$ cat src/rtl/pc_seq_pkg.sv
// Shared types for the program-counter fetch sequencer: FSM states and the
// redirect record held in the pending-redirect register.
package pc_seq_pkg;

    localparam int ADDR_W_DEF = 6;
    // Redirect targets are stored at this width so the struct is usable for any ADDR_W up to it.
    localparam int MAX_ADDR_W = 16;

    typedef enum logic [1:0] {
        S_IDLE,
        S_REQ,
        S_STALL,
        S_HALT
    } state_t;

    typedef struct packed {
        logic                  valid;
        logic                  is_jmp;
        logic [MAX_ADDR_W-1:0] target;
    } redirect_t;

endpackage

$ cat src/rtl/pc_next_calc.sv
// Combinational successor-PC logic: redirect target (with range check) or
// sequential step with wrap at DEPTH.
module pc_next_calc
    import pc_seq_pkg::*;
#(
    parameter int ADDR_W   = ADDR_W_DEF,
    parameter int DEPTH    = 64,
    parameter int RESET_PC = 0,
    parameter int STEP     = 1
) (
    input  logic [ADDR_W-1:0] pc,
    input  redirect_t         sel,
    output logic [ADDR_W-1:0] next_pc,
    output logic              wrapped,
    output logic              addr_err
);

    localparam logic [ADDR_W:0]   DEPTH_W    = (ADDR_W+1)'(DEPTH);
    localparam logic [ADDR_W:0]   STEP_W     = (ADDR_W+1)'(STEP);
    localparam logic [ADDR_W-1:0] RESET_PC_A = ADDR_W'(RESET_PC);

    logic [ADDR_W:0]   seq;
    logic [ADDR_W:0]   seq_wrap;
    logic [ADDR_W-1:0] tgt;
    logic              unused_sel_bits;

    assign unused_sel_bits = ^{sel.is_jmp, sel.target};

    always_comb begin
        seq      = {1'b0, pc} + STEP_W;
        seq_wrap = seq - DEPTH_W;
        tgt      = sel.target[ADDR_W-1:0];
        next_pc  = pc;
        wrapped  = 1'b0;
        addr_err = 1'b0;
        if (sel.valid) begin
            if ({1'b0, tgt} >= DEPTH_W) begin
                next_pc  = RESET_PC_A;
                addr_err = 1'b1;
            end else begin
                next_pc = tgt;
            end
        end else if (seq >= DEPTH_W) begin
            next_pc = seq_wrap[ADDR_W-1:0];
            wrapped = 1'b1;
        end else begin
            next_pc = seq[ADDR_W-1:0];
        end
    end

endmodule

$ cat src/rtl/pc_fetch_sequencer.sv
// Program-counter fetch sequencer: issues one instruction fetch at a time over
// req/ack, retires one PC per ack, and handles jump/branch/stall/halt.
module pc_fetch_sequencer
    import pc_seq_pkg::*;
#(
    parameter int ADDR_W   = ADDR_W_DEF,
    parameter int DEPTH    = 64,
    parameter int RESET_PC = 0,
    parameter int STEP     = 1
) (
    input  logic              clk,
    input  logic              clkreset,
    input  logic              stall,
    input  logic              halt,
    input  logic              jmp_valid,
    input  logic [ADDR_W-1:0] jmp_target,
    input  logic              br_valid,
    input  logic [ADDR_W-1:0] br_offset,
    output logic              imem_req,
    output logic [ADDR_W-1:0] imem_addr,
    input  logic              imem_ack,
    output logic [ADDR_W-1:0] pc_out,
    output logic              pc_valid,
    output logic              wrapped,
    output logic              addr_err,
    output logic              halted,
    output state_t            state_dbg
);

    localparam logic [ADDR_W-1:0] RESET_PC_A = ADDR_W'(RESET_PC);

    // Handshake: imem_req is held with a constant imem_addr until the cycle imem_ack
    // is high; that cycle completes the transfer and the PC retires on the next edge.
    state_t            state, state_nx;
    logic [ADDR_W-1:0] pc;
    logic              pc_wrap, pc_err;
    redirect_t         pend, redir_now, sel;
    logic              halt_seen;
    logic [ADDR_W-1:0] br_target;
    logic [ADDR_W-1:0] calc_pc;
    logic              calc_wrap, calc_err;

    assign br_target = pc + br_offset;

    always_comb begin
        redir_now = '0;
        if (state != S_HALT && (jmp_valid || br_valid)) begin
            redir_now.valid  = 1'b1;
            redir_now.is_jmp = jmp_valid;
            redir_now.target = MAX_ADDR_W'(jmp_valid ? jmp_target : br_target);
        end
        sel = redir_now.valid ? redir_now : pend;
    end

    pc_next_calc #(
        .ADDR_W   (ADDR_W),
        .DEPTH    (DEPTH),
        .RESET_PC (RESET_PC),
        .STEP     (STEP)
    ) u_calc (
        .pc       (pc),
        .sel      (sel),
        .next_pc  (calc_pc),
        .wrapped  (calc_wrap),
        .addr_err (calc_err)
    );

    always_comb begin
        state_nx = state;
        case (state)
            S_IDLE:  state_nx = S_REQ;
            S_REQ: begin
                if (imem_ack) begin
                    if (halt || halt_seen) state_nx = S_HALT;
                    else if (stall)        state_nx = S_STALL;
                    else                   state_nx = S_REQ;
                end
            end
            S_STALL: begin
                if (halt || halt_seen) state_nx = S_HALT;
                else if (!stall)       state_nx = S_REQ;
            end
            S_HALT:  state_nx = S_HALT;
            default: state_nx = S_IDLE;
        endcase
    end

    // wrapped/addr_err describe how the current pc was reached; they travel with
    // pc and are reported alongside the pc_valid pulse that retires it.
    always_ff @(posedge clk) begin
        if (!clkreset) begin
            state     <= S_IDLE;
            pc        <= RESET_PC_A;
            pc_wrap   <= 1'b0;
            pc_err    <= 1'b0;
            pend      <= '0;
            halt_seen <= 1'b0;
            pc_out    <= RESET_PC_A;
            pc_valid  <= 1'b0;
            wrapped   <= 1'b0;
            addr_err  <= 1'b0;
        end else begin
            state    <= state_nx;
            pc_valid <= 1'b0;
            wrapped  <= 1'b0;
            addr_err <= 1'b0;
            if (state != S_HALT && halt) halt_seen <= 1'b1;
            case (state)
                S_REQ: begin
                    if (imem_ack) begin
                        pc_out   <= pc;
                        pc_valid <= 1'b1;
                        wrapped  <= pc_wrap;
                        addr_err <= pc_err;
                        pc       <= calc_pc;
                        pc_wrap  <= calc_wrap;
                        pc_err   <= calc_err;
                        pend     <= '0;
                    end else if (redir_now.valid) begin
                        pend <= redir_now;
                    end
                end
                S_STALL: begin
                    if (redir_now.valid) begin
                        pc      <= calc_pc;
                        pc_wrap <= 1'b0;
                        pc_err  <= calc_err;
                    end
                end
                S_IDLE: begin
                    if (redir_now.valid) pend <= redir_now;
                end
                default: ;
            endcase
        end
    end

    assign imem_req  = (state == S_REQ);
    assign imem_addr = pc;
    assign halted    = (state == S_HALT);
    assign state_dbg = state;

endmodule

$ cat config.mk
export PLATFORM = sky130hd
export DESIGN_NAME = pc_fetch_sequencer
export DESIGN_NICKNAME = d
export VERILOG_FILES = /design/src/rtl/pc_seq_pkg.sv /design/src/rtl/pc_next_calc.sv /design/src/rtl/pc_fetch_sequencer.sv
export SDC_FILE = /design/constraint.sdc
export NUM_CORES = 1
export LEC_CHECK = 0
export ABC_AREA = 1
export BUFFER_PORTS_ARGS = -buffer_cell sky130_fd_sc_hd__buf_4
export CORE_ASPECT_RATIO = 1.2
export CORE_MARGIN = 10
export CORE_UTILIZATION = 54
export CTS_BUF_LIST = sky130_fd_sc_hd__clkbuf_2 sky130_fd_sc_hd__clkbuf_4 sky130_fd_sc_hd__clkbuf_8
export CTS_CLUSTER_DIAMETER = 120
export CTS_CLUSTER_SIZE = 10
export DETAILED_ROUTE_END_ITERATION = 8
export PLACE_DENSITY = 0.86
export SLEW_MARGIN = 40
export SYNTH_ARGS = -nofsm -noshare
export SYNTH_HDL_FRONTEND = slang
export SYNTH_SLANG_ARGS = --single-unit
$ cat constraint.sdc
create_clock -name clk -period 2.3 [get_ports clk]
set_input_delay 0.46 -clock clk [delete_from_list [all_inputs] [get_ports clk]]
set_output_delay 0.46 -clock clk [all_outputs]
set_load 0.005 [all_outputs]
* After elaboration in Yosys (flattened, before gate mapping)
Index checks and enable logic that the tools add are counted.
** Word-level totals
- Flip-flop bits (word level) :: 38
- Input bits :: 19
- Output and inout bits :: 19
- Word-level logic and storage cells :: 59
** Cells by class
- $add $sub $neg :: 3
- Magnitude comparators :: 1
- Equality and inequality tests :: 7
- Mux-type cells :: 24
- Reductions and logical operators :: 12
** Operator list (count)
- 18-bit 2-to-1 mux :: 3
- 18-bit one-hot mux with 2 select lines :: 1
- 6-bit 2-to-1 mux :: 5
- 6-bit one-hot mux with 2 select lines :: 1
- 2-bit 2-to-1 mux :: 5
- 2-bit one-hot mux with 4 select lines :: 1
- 6-bit by 1-bit adder with 7-bit output (second input constant) :: 1
- 7-bit greater-or-equal comparator (second input constant) :: 1
- 6-bit adder :: 1
- 1-bit 2-to-1 mux :: 6
- 2-bit AND reduction :: 3
- 3-bit AND reduction :: 2
- 6-bit by 1-bit subtractor with 6-bit output (second input constant) :: 1
- 2-bit equality test (second input constant) :: 2
- 2-bit inequality test (second input constant) :: 2
- 1-bit one-hot mux with 2 select lines :: 2
- 2-bit nonzero test :: 2
- 3-bit inequality test (second input constant) :: 1
- 2-bit by 1-bit equality test with 1-bit output (second input constant) :: 1
- 1-bit logical AND :: 2
- 2-bit zero test :: 1
- 1-bit logical OR :: 2
- 2-bit by 1-bit inequality test with 1-bit output (second input constant) :: 1

* Longest topological paths before layout
Gate-level depths: netlist of the first run.
- Word-level depth :: 7
- Mapped depth :: 14
- Mapped depth without buffers :: 14

* Modules after synthesis
From an unflattened synthesis of the first run, not the netlist that was laid out.
** Unflattened totals
- Cells, all modules :: 274
- Area total of the unflattened synthesis :: 1929.4 um^2
** By module, submodules not included
- pc_fetch_sequencer :: times used 1, cells an instance 238, area an instance 1749.2 um^2, seq. area each 760.7 um^2
- pc_next_calc :: times used 1, cells an instance 36, area an instance 180.2 um^2, seq. area each 0.0 um^2

* Least setup slack after synthesis of the first run
OpenSTA, ideal clock, no wires.
- Path kind :: input to register
- Start :: input port br_offset[0]
- End :: register pend[4] (netlist name)
- Library setup time :: 0.070 ns
- Arrival time :: 1.628 ns
- Required time :: 2.230 ns
- Slack :: 0.602 ns
- Stages :: 14
- Buffers on the path :: 0
- Path through :: ha_1 > inv_1 > fa_1 > inv_1 > nand2_1 > nand2_1 > a21oi_1 > inv_1 > nand2_1 > nand3_1 > nand2_1 > nand2_1 > nand2_1 > a21oi_1
** Between the ends
- Word-level cells in the longest chain between the ends :: 6
** RTL lines
- start, declared :: RTL line pc_fetch_sequencer.sv:18 : input logic [ADDR_W-1:0] br_offset,
- 6-bit adder * :: RTL line pc_fetch_sequencer.sv:43 : assign br_target = pc + br_offset;
- 6-bit 2-to-1 mux * :: RTL line pc_fetch_sequencer.sv:50 : redir_now.target = MAX_ADDR_W'(jmp_valid ? jmp_target : br_target);
- 18-bit 2-to-1 mux * :: RTL line pc_fetch_sequencer.sv:47 : if (state != S_HALT && (jmp_valid || br_valid)) begin
- 18-bit 2-to-1 mux * :: RTL line pc_fetch_sequencer.sv:119, pc_fetch_sequencer.sv:131
- 18-bit 2-to-1 mux :: RTL line pc_fetch_sequencer.sv:110 : if (imem_ack) begin
- 18-bit one-hot mux with 2 select lines * :: RTL line pc_fetch_sequencer.sv:108 : case (state)
- end signal, assigned :: RTL line pc_fetch_sequencer.sv:120 : pend <= redir_now;
- end signal, assigned :: RTL line pc_fetch_sequencer.sv:131 : if (redir_now.valid) pend <= redir_now;
- end, declared :: RTL line pc_fetch_sequencer.sv:37 : redirect_t pend, redir_now, sel;
Mark *: on every way between the ends. The rest lies on a longest branch, timed or not.
A chain may end at the register's enable or synchronous reset.

* Final worst setup path of the first run
- Start :: register pc[0], in the netlist imem_addr[0]
- End :: register pend[4] (netlist name)
** Between the ends
- Word-level cells in the longest chain between the ends :: 6
** RTL lines
- start, declared :: RTL line pc_fetch_sequencer.sv:35 : logic [ADDR_W-1:0] pc;
- start signal, assigned :: RTL line pc_fetch_sequencer.sv:115 : pc <= calc_pc;
- start signal, assigned :: RTL line pc_fetch_sequencer.sv:125 : pc <= calc_pc;
- 6-bit adder * :: RTL line pc_fetch_sequencer.sv:43
- 6-bit 2-to-1 mux * :: RTL line pc_fetch_sequencer.sv:50
- 18-bit 2-to-1 mux * :: RTL line pc_fetch_sequencer.sv:47
- 18-bit 2-to-1 mux * :: RTL line pc_fetch_sequencer.sv:119, pc_fetch_sequencer.sv:131
- 18-bit 2-to-1 mux :: RTL line pc_fetch_sequencer.sv:110
- 18-bit one-hot mux with 2 select lines * :: RTL line pc_fetch_sequencer.sv:108
Marks and branches as above.

==> key figures, run 1 <==
Run status
  • Status: completed

STA
  • Peak Freq: 524.1 MHz
  • Final Hold Viols: 0
  • Setup tns final: 0 ns
  • Slew @ Worst Pin: 0.5601 ns
  • Max-slew headroom: 62.66%
  • RSZ-0062 raised after global routing: no
  • Worst clock skew: 0.004238 ns
  • Setup-failing EPs final: 0
  • Period Utilization, post-route: 82.96%
  • Tmin final: 1.908 ns
  • Slew Viols, Final: 0

Clock tree
  • Clock Path Buffers: 2
  • Post-cts resize count: 0
  • # hold bufs at CTS: 0
  • CTS Sinks: 25
  • CTS buffer count: 3
  • Clk Latency, worst-skew pair: 0.32 ns
  • CTS tree: done
  • CTS Root Cell: clkbuf_4
  • Worst-path clk slew: 0.15 ns
  • H-tree depth: 1
  • # Post-CTS Setup Buffers: 0

Die
  • I/O pin cnt: 38
  • Initial Util: 56.42%
  • Die area: 5141 µm²
  • Die W: 67.14 µm
  • Die Height: 76.57 µm
  • Site Rows: 20
  • Core footprint: 2552 µm²

GRT
  • Grt ovf: 0
  • M1 GR Usage: 16.95%
  • Antenna violations before repair: 0
  • First-pass GRT wire length: 6085 µm
  • Vias in the first global route: 1388
  • Largest net degree at the start of global routing: 18
  • GRT Total Usage: 14.29%
  • Global Route met2 Usage: 23.86%
  • Layer with the highest usage: met2
  • M3 GR Usage: 4.118%

Layout
  • Layout area overhead: 21.63%
  • Area occupied by multi-input gates: 818.3 µm²
  • Share of cells above drive strength 1: 22.18%
  • Nets@finish: 266
  • Layout fillers: 251
  • N_diodes: 0
  • Register Area: 500.5 µm²

Hold path
  • HP Class: primary input to flop
  • Hold depth: 3

Detailed routing
  • Final WL: 3559 µm
  • Via count: 1387
  • DRT iter0 DRCs: 48
  • DRT antenna net count: 0
  • Routed WL per cell: 13.08 µm
  • DRC: 0
  • Vias per cell: 5.099
  • DRT Pass-1 Iters: 5

Synth
  • Yosys warning count: 0
  • Syn Area/Cell: 7.059 µm²
  • Synth Register Bits: 25
  • Syn nets: 230
  • Syn Inst Count: 204
  • Mapped Area: 1440 µm²
  • Sequential share of the synthesized area: 34.75%
  • Cell variety after synth: 32

Placement
  • Port Buffers: 36
  • Gp weighted congestion: 0.8587
  • DP HPWL: 2803 µm

Power and ir drop
  • PwrDens: 596.1 nW/µm²
  • Power after layout: 1.044 mW
  • Leak: 0.8344 nW
  • VDD IR max: 0.0004565 V

Job
  • Max Cap Viol: 0

Setup path
  • Crit. End Element: flop
  • Critical path arrival: 2.16 ns
  • Worst EP required: 2.55 ns
  • Crit path launch type: flop
  • WS Path Type: flop to flop
  • Crit path max fanout: 7
  • Worst reg2reg path depth: 14
-- metrics by stage --
stage,cell area [µm²],instances,hold WS [ns],util [%],setup WS [ns]
global placement,1722,268,0.4381,67.45,0.4220
floorplan,1440,204,0.4316,-,0.6016
global route,1752,272,0.3894,68.63,0.1551
CTS,1752,272,0.3829,68.63,0.3756
finish,1752,272,0.3781,68.63,0.3919
detailed placement,1722,268,0.4465,67.45,0.3862
-- worst max-delay path, cell delays in order, from the launching register on --
cell     delay [ns]
dfxtp_1        0.50
ha_1           0.22
inv_1          0.05
fa_1           0.37
inv_1          0.06
nand2_1        0.06
nand2_1        0.06
a21oi_1        0.07
inv_1          0.06
nand2_1        0.04
nand3_1        0.06
nand2_1        0.05
nand2_1        0.06
nand2_1        0.05
a21oi_1        0.13
-- logic make-up (layout without fill, tap and decap cells) --
kind of cell | after synthesis | in the layout | synth area share (%)
AO/OA/AOI/OAI | 53 | 53 | 20.33
flip-flops | 25 | 25 | 34.75
AND/OR/NAND/NOR | 88 | 88 | 27.80
XOR/XNOR | 3 | 3 | 1.825
other | 1 | 1 | 0.2604
adder cells (fa/ha/maj) | 7 | 7 | 6.603
buffers and inverters | 27 | 62 | 8.428
-- synth_stat cells (all sizes together) --
library cell / count / area, µm²
buf: 2 / 18.77
nor2: 20 / 112.6
o21ai: 15 / 75.07
dfxtp: 25 / 500.5
inv: 19 / 73.83
o2111ai: 1 / 8.760
o21bai: 1 / 7.510
or2: 3 / 18.77
ha: 6 / 75.07
clkinv: 3 / 17.51
conb: 1 / 3.750
o31ai: 1 / 7.510
fa: 1 / 20.02
a21oi: 30 / 161.4
nand2: 53 / 203.9
clkbuf: 3 / 11.26
nand3: 10 / 50.05
a211oi: 1 / 7.510
a31oi: 4 / 25.02
nor3b: 2 / 15.01
xor2: 3 / 26.28
-- final cells by class --
| type | count | share of cell area [%] |
|---|---|---|
| clock buffers | 3 | 1.286 |
| repair buffers | 36 | 15.43 |
| clock inverters | 1 | 0.4286 |
| multi-input cells | 152 | 46.71 |
| well taps | 33 | 2.357 |
| flip-flops and latches | 25 | 28.57 |
| inverters | 22 | 5.214 |
-- final timing paths --
check	start	end	slack, ns
worst min register to register	pend[3]	pend[3]	0.46
worst max register to register	imem_addr[0]	pend[4]	0.39
worst min-delay path	halt	halt_seen	0.38
worst max-delay path	imem_addr[0]	pend[4]	0.39
-- power breakdown --
part	internal, mW	switching, mW	leakage [nW]
clock	0.0664	0.140	0.0139
combinational	0.140	0.180	0.615
sequential	0.471	0.0466	0.205
-- flip-flops by register name (all words and copies together), names as in the netlist --
name / count
pc_valid: 1
imem_addr: 6
pc_out: 6
pend: 7
wrapped: 1
halt_seen: 1
state_dbg: 2
pc_wrap: 1
-- metal layers --
layer,up-vias,routed length (µm)
li1,739,-
met1,610,1500
met2,34,1809
met3,4,226
met4,0,23
met5,-,0
-- cell usage in the layout (no fill, tap or decap), types with 3 or more instances in the layout --
cell type,count
o21ai_0,5
xor2_1,3
nor2_1,16
a31oi_1,4
a21oi_1,29
o21ai_1,10
nand2_1,51
inv_1,16
buf_4,36
clkbuf_4,3
dfxtp_1,25
nand3_1,10
ha_1,6
Power figures use the tool's default switching activity.
==> run 2: changes to the inputs <==
--- a/config.mk
+++ b/config.mk
@@ -9,12 +9,12 @@
 export BUFFER_PORTS_ARGS = -buffer_cell sky130_fd_sc_hd__buf_4
 export CORE_ASPECT_RATIO = 1.2
 export CORE_MARGIN = 10
-export CORE_UTILIZATION = 54
+export CORE_UTILIZATION = 49
 export CTS_BUF_LIST = sky130_fd_sc_hd__clkbuf_2 sky130_fd_sc_hd__clkbuf_4 sky130_fd_sc_hd__clkbuf_8
 export CTS_CLUSTER_DIAMETER = 120
 export CTS_CLUSTER_SIZE = 10
 export DETAILED_ROUTE_END_ITERATION = 8
-export PLACE_DENSITY = 0.86
+export PLACE_DENSITY = 0.83
 export SLEW_MARGIN = 40
 export SYNTH_ARGS = -nofsm -noshare
 export SYNTH_HDL_FRONTEND = slang
==> constraint.sdc (replaced) <==
create_clock -name clk -period 1.6 [get_ports clk]
set_input_delay 0.32 -clock clk [delete_from_list [all_inputs] [get_ports clk]]
set_output_delay 0.32 -clock clk [all_outputs]
set_load 0.005 [all_outputs]
==> run 2 against run 1 <==
Effect of this change:
- sequential cell count unchanged
- sequential share of layout area down 1.8 points
- maximum frequency up 20%
- combinational power up 76%
- clock skew down 0.0037 ns
- wire length up 3.3%
- non-clock buffer count up 11
- core utilization down 0.94 points
- first-iteration DRC count up 17%
- worst setup slack worse by 0.38 ns
- global-route usage down 0.80 points
- via count up 6.8%
- critical path type unchanged
- critical endpoint is now imem_addr[4]
==> key figures, run 2 (synthesis results as in run 1) <==
Run status
  • Status: completed (unchanged)

GRT
  • Grt ovf: 0 (unchanged)
  • Largest net degree at the start of global routing: 16 (was 18)
  • Antenna violations before repair: 0 (unchanged)
  • First-pass GRT wire length: 6341 µm (was 6085 µm)
  • Vias in the first global route: 1418 (was 1388)
  • GRT Total Usage: 13.49% (was 14.29%)

Setup path
  • Crit path buf inv count: 3 (unchanged)
  • WS Path Type: flop to flop (unchanged)
  • Slowest library cell on the worst path: dfxtp_4 (was dfxtp_1)
  • CP top delay family: adder cells (unchanged)
  • Critical path arrival: 1.87 ns (was 2.16 ns)
  • Crit. End Element: flop (unchanged)
  • Critical path, cell by cell: ha_4 > inv_2 > fa_2 > inv_2 > nand2_2 > nand2_2 > a21oi_2 > inv_1 > nand2_1 > nand3_1 > nand2_1 > nand2_1 > nand2_1 > a21oi_1 (was ha_1 > inv_1 > fa_1 > inv_1 > nand2_1 > nand2_1 > a21oi_1 > inv_1 > nand2_1 > nand3_1 > nand2_1 > nand2_1 > nand2_1 > a21oi_1)
  • Largest stage delay, worst path: 0.38 ns (was 0.50 ns)
  • Crit path launch type: flop (unchanged)
  • Crit path max fanout: 2 (was 7)
  • Worst EP required: 1.87 ns (was 2.55 ns)
  • Top cell by count, worst path: nand2_1 (unchanged)

Die
  • Die W: 69.49 µm (was 67.14 µm)
  • Die area: 5516 µm² (was 5141 µm²)
  • Initial Util: 51.22% (was 56.42%)
  • Core footprint: 2811 µm² (was 2552 µm²)
  • Die Height: 79.39 µm (was 76.57 µm)
  • Site Rows: 21 (was 20)
  • I/O pin cnt: 38 (unchanged)

Power and ir drop
  • Leak: 0.8899 nW (was 0.8344 nW)
  • VDD IR max: 0.0006665 V (was 0.0004565 V)
  • Sw Ratio: 34.64% (was 35.11%)
  • Cell Int Power: 1.032 mW (was 0.6776 mW)
  • Comb power frac: 35.6% (was 30.7%)
  • Net Switching: 0.5468 mW (was 0.3666 mW)
  • Clock power share: 18.6% (was 19.7%)
  • PwrDens: 829.3 nW/µm² (was 596.1 nW/µm²)
  • Sequential Power Share: 45.8% (was 49.6%)

Placement
  • Port Buffers: 36 (unchanged)
  • DP HPWL: 2885 µm (was 2803 µm)
  • Pre-CTS setup slack: -0.1229 ns (was 0.3862 ns)
  • Gp weighted congestion: 0.8599 (was 0.8587)
  • Cells after DPL: 279 (was 268)

Clock tree
  • Clock Path Buffers: 2 (unchanged)
  • Clk Latency, worst-skew pair: 0.33 ns (was 0.32 ns)
  • CTS tree: done (unchanged)
  • CTS buffer count: 3 (unchanged)
  • # hold bufs at CTS: 0 (unchanged)
  • H-tree depth: 1 (unchanged)
  • CTS Sinks: 25 (unchanged)
  • Worst-path clk slew: 0.14 ns (was 0.15 ns)
  • CTS Root Cell: clkbuf_4 (unchanged)

Detailed routing
  • Vias per cell: 5.218 (was 5.099)
  • Routed WL per cell: 12.94 µm (was 13.08 µm)
  • Via count: 1482 (was 1387)
  • Final WL: 3675 µm (was 3559 µm)
  • DRC: 0 (unchanged)
  • DRT antenna net count: 0 (unchanged)
  • DRT iter0 DRCs: 56 (was 48)
  • DRT Pass-1 Iters: 4 (was 5)

STA
  • Period Utilization, post-route: 99.44% (was 82.96%)
  • Peak Freq: 628.5 MHz (was 524.1 MHz)
  • Final Hold Viols: 0 (unchanged)
  • Tmin final: 1.591 ns (was 1.908 ns)
  • Slew Viols, Final: 0 (unchanged)
  • Setup-failing EPs final: 0 (unchanged)
  • RSZ-0062 raised after global routing: yes (was no)
  • Min setup slack post-route: 0.008889 ns (was 0.3919 ns)
  • Worst clock skew: 0.0005770 ns (was 0.004238 ns)
  • WHS: 0.2335 ns (was 0.3781 ns)

Layout
  • Layout fillers: 259 (was 251)
  • Leading cell type in the layout, fill and taps excluded: nand2_1 (unchanged)
  • Max reg flops: 7 (unchanged)
  • Share of cells above drive strength 1: 33.20% (was 22.18%)
  • Layout Cells excl Fill: 284 (was 272)
  • Most flops, register: pend (unchanged)
  • N_diodes: 0 (unchanged)
  • Most frequent cells in the layout: nand2_1, buf_4, a21oi_1, dfxtp_1, nor2_1 (was nand2_1, buf_4, a21oi_1, dfxtp_1)
  • Nets@finish: 277 (was 266)
  • Layout area overhead: 32.15% (was 21.63%)

Hold path
  • HP Class: primary input to flop (unchanged)

Job
  • Max Cap Viol: 0 (unchanged)
==> run 2: changes by cell type in the layout (fill, tap and decap cells not counted), sizes merged <==
cell  delta
buf     +11
==> run 2: path summary, 6_finish.rpt <==
check | endpoint | cells past startpoint | startpoint | slack [ns]
hold / removal | halt_seen | 3 | halt | 0.23
setup reg to reg | imem_addr[4] | 14 | imem_addr[0] | 0.009
hold reg to reg | pc_out[0] | 2 | pc_out[0] | 0.48
setup / recovery | imem_addr[4] | 14 | imem_addr[0] | 0.009
==> run 2: through the flow <==
| step | cell area, µm² | setup TNS, ns | util (%) | power, mW |
|---|---|---|---|---|
| after floorplan | 1449 | 0 | - | 1.051 |
| after CTS | 1851 | -0.04666 | 65.82 | 1.562 |
| after global placement | 1807 | -0.2413 | 64.26 | 1.247 |
| final | 1903 | 0 | 67.69 | 1.578 |
| after detailed placement | 1807 | -0.5662 | 64.26 | 1.257 |
| after global routing | 1903 | -0.5865 | 67.69 | 1.705 |
==> run 2: repair_timing <==
| action | in CTS | in global routing |
|---|---|---|
| cloned | 0 | 0 |
| pin swaps | 1 | 5 |
| endpoints found under the setup margin | 6 | 9 |
| gates resized for setup | 3 | 14 |
| buffers inserted | 0 | 1 |
==> run 2: area by class of cell <==
| type | count | area [µm²] | area share [%] |
|---|---|---|---|
| Clock inverter | 1 | 7.507 | 0.3945 |
| Timing Repair Buffer | 47 | 352.8 | 18.54 |
| Tap cell | 34 | 42.54 | 2.235 |
| Sequential cell | 25 | 509.2 | 26.76 |
| Inverter | 22 | 91.34 | 4.799 |
| Multi-Input combinational cell | 152 | 877.1 | 46.09 |
| Clock buffer | 3 | 22.52 | 1.183 |
==> run 2: power groups by stage <==
| stage | sequential [mW] | clock [mW] | combinational (mW) |
|---|---|---|---|
| floorplan | 0.741 | 0 | 0.309 |
| global placement | 0.729 | 0 | 0.518 |
| detailed placement | 0.731 | 0 | 0.526 |
| CTS | 0.719 | 0.308 | 0.536 |
| global route | 0.731 | 0.342 | 0.632 |
| finish | 0.722 | 0.294 | 0.562 |
==> run 2: worst min-delay path, delay by kind of cell <==
kind                   cells  cell delay [ns]
AO/OA/AOI/OAI              1             0.05
buffers and inverters      1             0.09
AND/OR/NAND/NOR            1             0.07
==> run 2: per-layer routing <==
layer / global-route usage, % / share of wire, % / vias up
met3: 3.607 / 5.8 / 6
met4: 4.839 / 1.5 / 0
li1: - / - / 765
met5: 0 / 0 / -
met2: 23.26 / 49 / 39
met1: 15.65 / 43 / 672
==> run 3: changes to the inputs <==
--- a/config.mk
+++ b/config.mk
@@ -15,6 +15,7 @@
 export CTS_CLUSTER_SIZE = 10
 export DETAILED_ROUTE_END_ITERATION = 8
 export PLACE_DENSITY = 0.83
+export REMOVE_ABC_BUFFERS = 1
 export SLEW_MARGIN = 40
 export SYNTH_ARGS = -nofsm -noshare
 export SYNTH_HDL_FRONTEND = slang
==> run 3 against run 2 <==
Effect of this change:
- the flow now finishes with violations (negative setup slack)
- largest power group unchanged
- clock power about the same
- critical path type unchanged
- critical path depth unchanged
- wire length is 5.4% higher
- cell area grew 3.2%
- clock skew is 0.0036 ns higher
- global-route usage down 0.56 points
- total power increased by 2.1%
- register-to-register slack got worse by 0.14 ns
- core utilization grew 2.2 points
- first-iteration DRC count is 34% lower
- highest routed layer unchanged
- sequential cell count did not move
==> key figures, run 3 (synthesis results as in run 1) <==
STA
  • Peak Freq: 577.8 MHz (was 628.5 MHz)
  • Period Utilization, post-route: 108.2% (was 99.44%)
  • RSZ-0062 raised after global routing: yes (unchanged)
  • Final Hold Viols: 0 (unchanged)
  • Setup-failing EPs final: 5 (was 0)
  • Worst clock skew: 0.004183 ns (was 0.0005770 ns)
  • Slew Viols, Final: 0 (unchanged)
  • Min setup slack post-route: -0.1306 ns (was 0.008889 ns)
  • Tmin final: 1.731 ns (was 1.591 ns)

GRT
  • Grt ovf: 0 (unchanged)
  • Vias in the first global route: 1492 (was 1418)
  • Antenna violations before repair: 0 (unchanged)
  • Largest net degree at the start of global routing: 14 (was 16)
  • First-pass GRT wire length: 6237 µm (was 6341 µm)
  • GRT Total Usage: 12.93% (was 13.49%)

Clock tree
  • Worst-path clk slew: 0.13 ns (was 0.14 ns)
  • H-tree depth: 1 (unchanged)
  • CTS buffer count: 3 (unchanged)
  • Clk Latency, worst-skew pair: 0.31 ns (was 0.33 ns)
  • CTS Root Cell: clkbuf_4 (unchanged)
  • # hold bufs at CTS: 0 (unchanged)
  • Clock Path Buffers: 2 (unchanged)
  • CTS Sinks: 25 (unchanged)
  • CTS tree: done (unchanged)

Setup path
  • Crit path launch type: flop (unchanged)
  • Worst reg2reg path depth: 14 (unchanged)
  • Largest stage delay, worst path: 0.38 ns (about the same)
  • FF-to-FF setup slack: -0.13 ns (was 0.009 ns)
  • Slowest library cell on the worst path: dfxtp_2 (was dfxtp_4)
  • Crit path max fanout: 2 (unchanged)
  • WS Path Type: flop to flop (unchanged)
  • CP top delay family: simple AND/OR/NAND/NOR gates (was adder cells)
  • FF-to-FF End: pend[4] (was imem_addr[4])
  • Top cell by count, worst path: nand2_1 (unchanged)
  • Critical path arrival: 1.99 ns (was 1.87 ns)
  • Critical path, cell by cell: ha_4 > inv_2 > fa_2 > inv_1 > nand2_1 > nand2_1 > a21oi_2 > inv_1 > nand2_1 > nand3_2 > nand2_1 > nand2_2 > nand2_1 > a21oi_2 (was ha_4 > inv_2 > fa_2 > inv_2 > nand2_2 > nand2_2 > a21oi_2 > inv_1 > nand2_1 > nand3_1 > nand2_1 > nand2_1 > nand2_1 > a21oi_1)
  • Crit path buf inv count: 3 (unchanged)
  • FF-to-FF Start: imem_addr[0] (unchanged)
  • Crit. End Element: flop (unchanged)
  • Worst EP required: 1.86 ns (was 1.87 ns)

Placement
  • DP HPWL: 3011 µm (was 2885 µm)
  • DP Area: 1821 µm² (was 1807 µm²)
  • Gp weighted congestion: 0.8415 (was 0.8599)
  • Cells after DPL: 282 (was 279)
  • Port Buffers: 36 (unchanged)

Hold path
  • HP Start: halt (unchanged)
  • HP Class: primary input to flop (unchanged)
  • Worst Hold Path EP: halt_seen (unchanged)
  • Hold depth: 3 (unchanged)

Power and ir drop
  • Leak: 0.9384 nW (was 0.8899 nW)
  • PwrDens: 820.1 nW/µm² (was 829.3 nW/µm²)
  • Sequential Power Share: 44.6% (was 45.8%)
  • Net Switching: 0.5430 mW (was 0.5468 mW)
  • Comb power frac: 37.1% (was 35.6%)
  • Clock power share: 18.3% (was 18.6%)
  • Sw Ratio: 33.70% (was 34.64%)
  • Cell Int Power: 1.068 mW (was 1.032 mW)
  • VDD IR max: 0.0006209 V (was 0.0006665 V)

Detailed routing
  • DRT antenna net count: 0 (unchanged)
  • Routed WL per cell: 13.27 µm (was 12.94 µm)
  • DRC: 0 (unchanged)
  • Vias per cell: 5.281 (was 5.218)
  • Via count: 1542 (was 1482)
  • DRT Pass-1 Iters: 4 (unchanged)
  • Final WL: 3874 µm (was 3675 µm)
  • DRT iter0 DRCs: 37 (was 56)

Layout
  • Share of cells above drive strength 1: 34.50% (was 33.20%)
  • Most frequent cells in the layout: buf_4, nand2_1, a21oi_1, dfxtp_1, nor2_1 (was nand2_1, buf_4, a21oi_1, dfxtp_1, nor2_1)
  • Leading cell type in the layout, fill and taps excluded: buf_4 (was nand2_1)
  • Area occupied by multi-input gates: 879.6 µm² (was 877.1 µm²)
  • Final instance area: 1964 µm² (was 1903 µm²)
  • Register Area: 504.2 µm² (was 509.2 µm²)
  • Max reg flops: 7 (unchanged)
  • Layout Cells excl Fill: 292 (was 284)
  • N_diodes: 0 (unchanged)
  • Layout fillers: 236 (was 259)
  • Most flops, register: pend (unchanged)
  • Nets@finish: 285 (was 277)
  • Layout area overhead: 36.40% (was 32.15%)

Die
  • Site Rows: 21 (unchanged)
  • Core footprint: 2811 µm² (unchanged)
  • Initial Util: 51.22% (unchanged)
  • Die W: 69.49 µm (unchanged)
  • I/O pin cnt: 38 (unchanged)
  • Die Height: 79.39 µm (unchanged)
  • Die area: 5516 µm² (unchanged)

Run status
  • Failing checks: negative setup slack
  • Status: finished, violations left (was completed)

Job
  • Max Cap Viol: 0 (unchanged)
-- run 3: cell count changes in the layout (fill, tap and decap cells not counted), moves of 2 or more --
cell     change
nand2_1      -2
nand2_2      +2
buf_4        +7
dfxtp_1      +2
a21oi_2      -2
a21oi_1      +2
-- run 3: worst reg2reg max path, cell delays in order (launching register included) --
cell and delay, ns:
dfxtp_2 0.38, ha_4 0.14, inv_2 0.03, fa_2 0.33
inv_1 0.07, nand2_1 0.07, nand2_1 0.09, a21oi_2 0.06
inv_1 0.06, nand2_1 0.06, nand3_2 0.06, nand2_1 0.06
nand2_2 0.07, nand2_1 0.07, a21oi_2 0.14
-- run 3: final cells by class --
class	count	share of cell area, %
clock buffer	4	1.529
inverter	22	4.650
multi-input combinational	152	44.78
sequential	25	25.67
tap	34	2.166
timing repair buffer	55	21.21
-- run 3: timing repair --
item / 4_1_cts / 5_1_grt
setup buffers: 4 / 2
setup endpoints to repair: 5 / 9
gates resized for setup: 7 / 12
pin swaps: 1 / 10
-- run 3: how the worst max path moves through the flow --
stage,from,endpoint,depth (start not counted)
finish,imem_addr[0],pend[4],14
global route,imem_addr[0],pend[4],14
CTS,imem_addr[0],imem_addr[4],14
detailed placement,br_offset[0],pend[4],15
global placement,br_offset[0],imem_addr[1],9
floorplan,imem_addr[0],pend[4],14
-- run 3: power groups by stage --
| stage | Clock [mW] | Combinational [mW] | Sequential (mW) |
|---|---|---|---|
| final | 0.295 | 0.597 | 0.719 |
| after global routing | 0.320 | 0.663 | 0.726 |
| after CTS | 0.304 | 0.558 | 0.716 |
| after detailed placement | 0 | 0.534 | 0.728 |
| after global placement | 0 | 0.525 | 0.727 |
| after floorplan | 0 | 0.291 | 0.745 |
-- run 3: per-layer routing --
metal / global-route usage, % / share of wire, % / wire length (µm) / vias up
met5: 0 / 0 / 0 / -
met4: 4.839 / 1.5 / 59 / 0
met3: 2.239 / 3.0 / 116 / 8
met2: 24.45 / 53 / 2069 / 33
met1: 13.95 / 42 / 1629 / 721
li1: - / - / - / 780
-- run 3: per-stage QoR --
step / setup TNS, ns / total power [mW] / setup slack (ns) / util (%) / hold WS, ns
CTS: -0.06870 / 1.577 / -0.03855 / 67.73 / 0.2410
global route: -0.9189 / 1.708 / -0.2302 / 69.87 / 0.2709
finish: -0.3196 / 1.611 / -0.1306 / 69.87 / 0.2511
global placement: -0.3861 / 1.252 / -0.1226 / 64.75 / 0.4364
detailed placement: -0.7061 / 1.262 / -0.2038 / 64.75 / 0.4425
floorplan: -0.1715 / 1.036 / -0.09599 / - / 0.4316
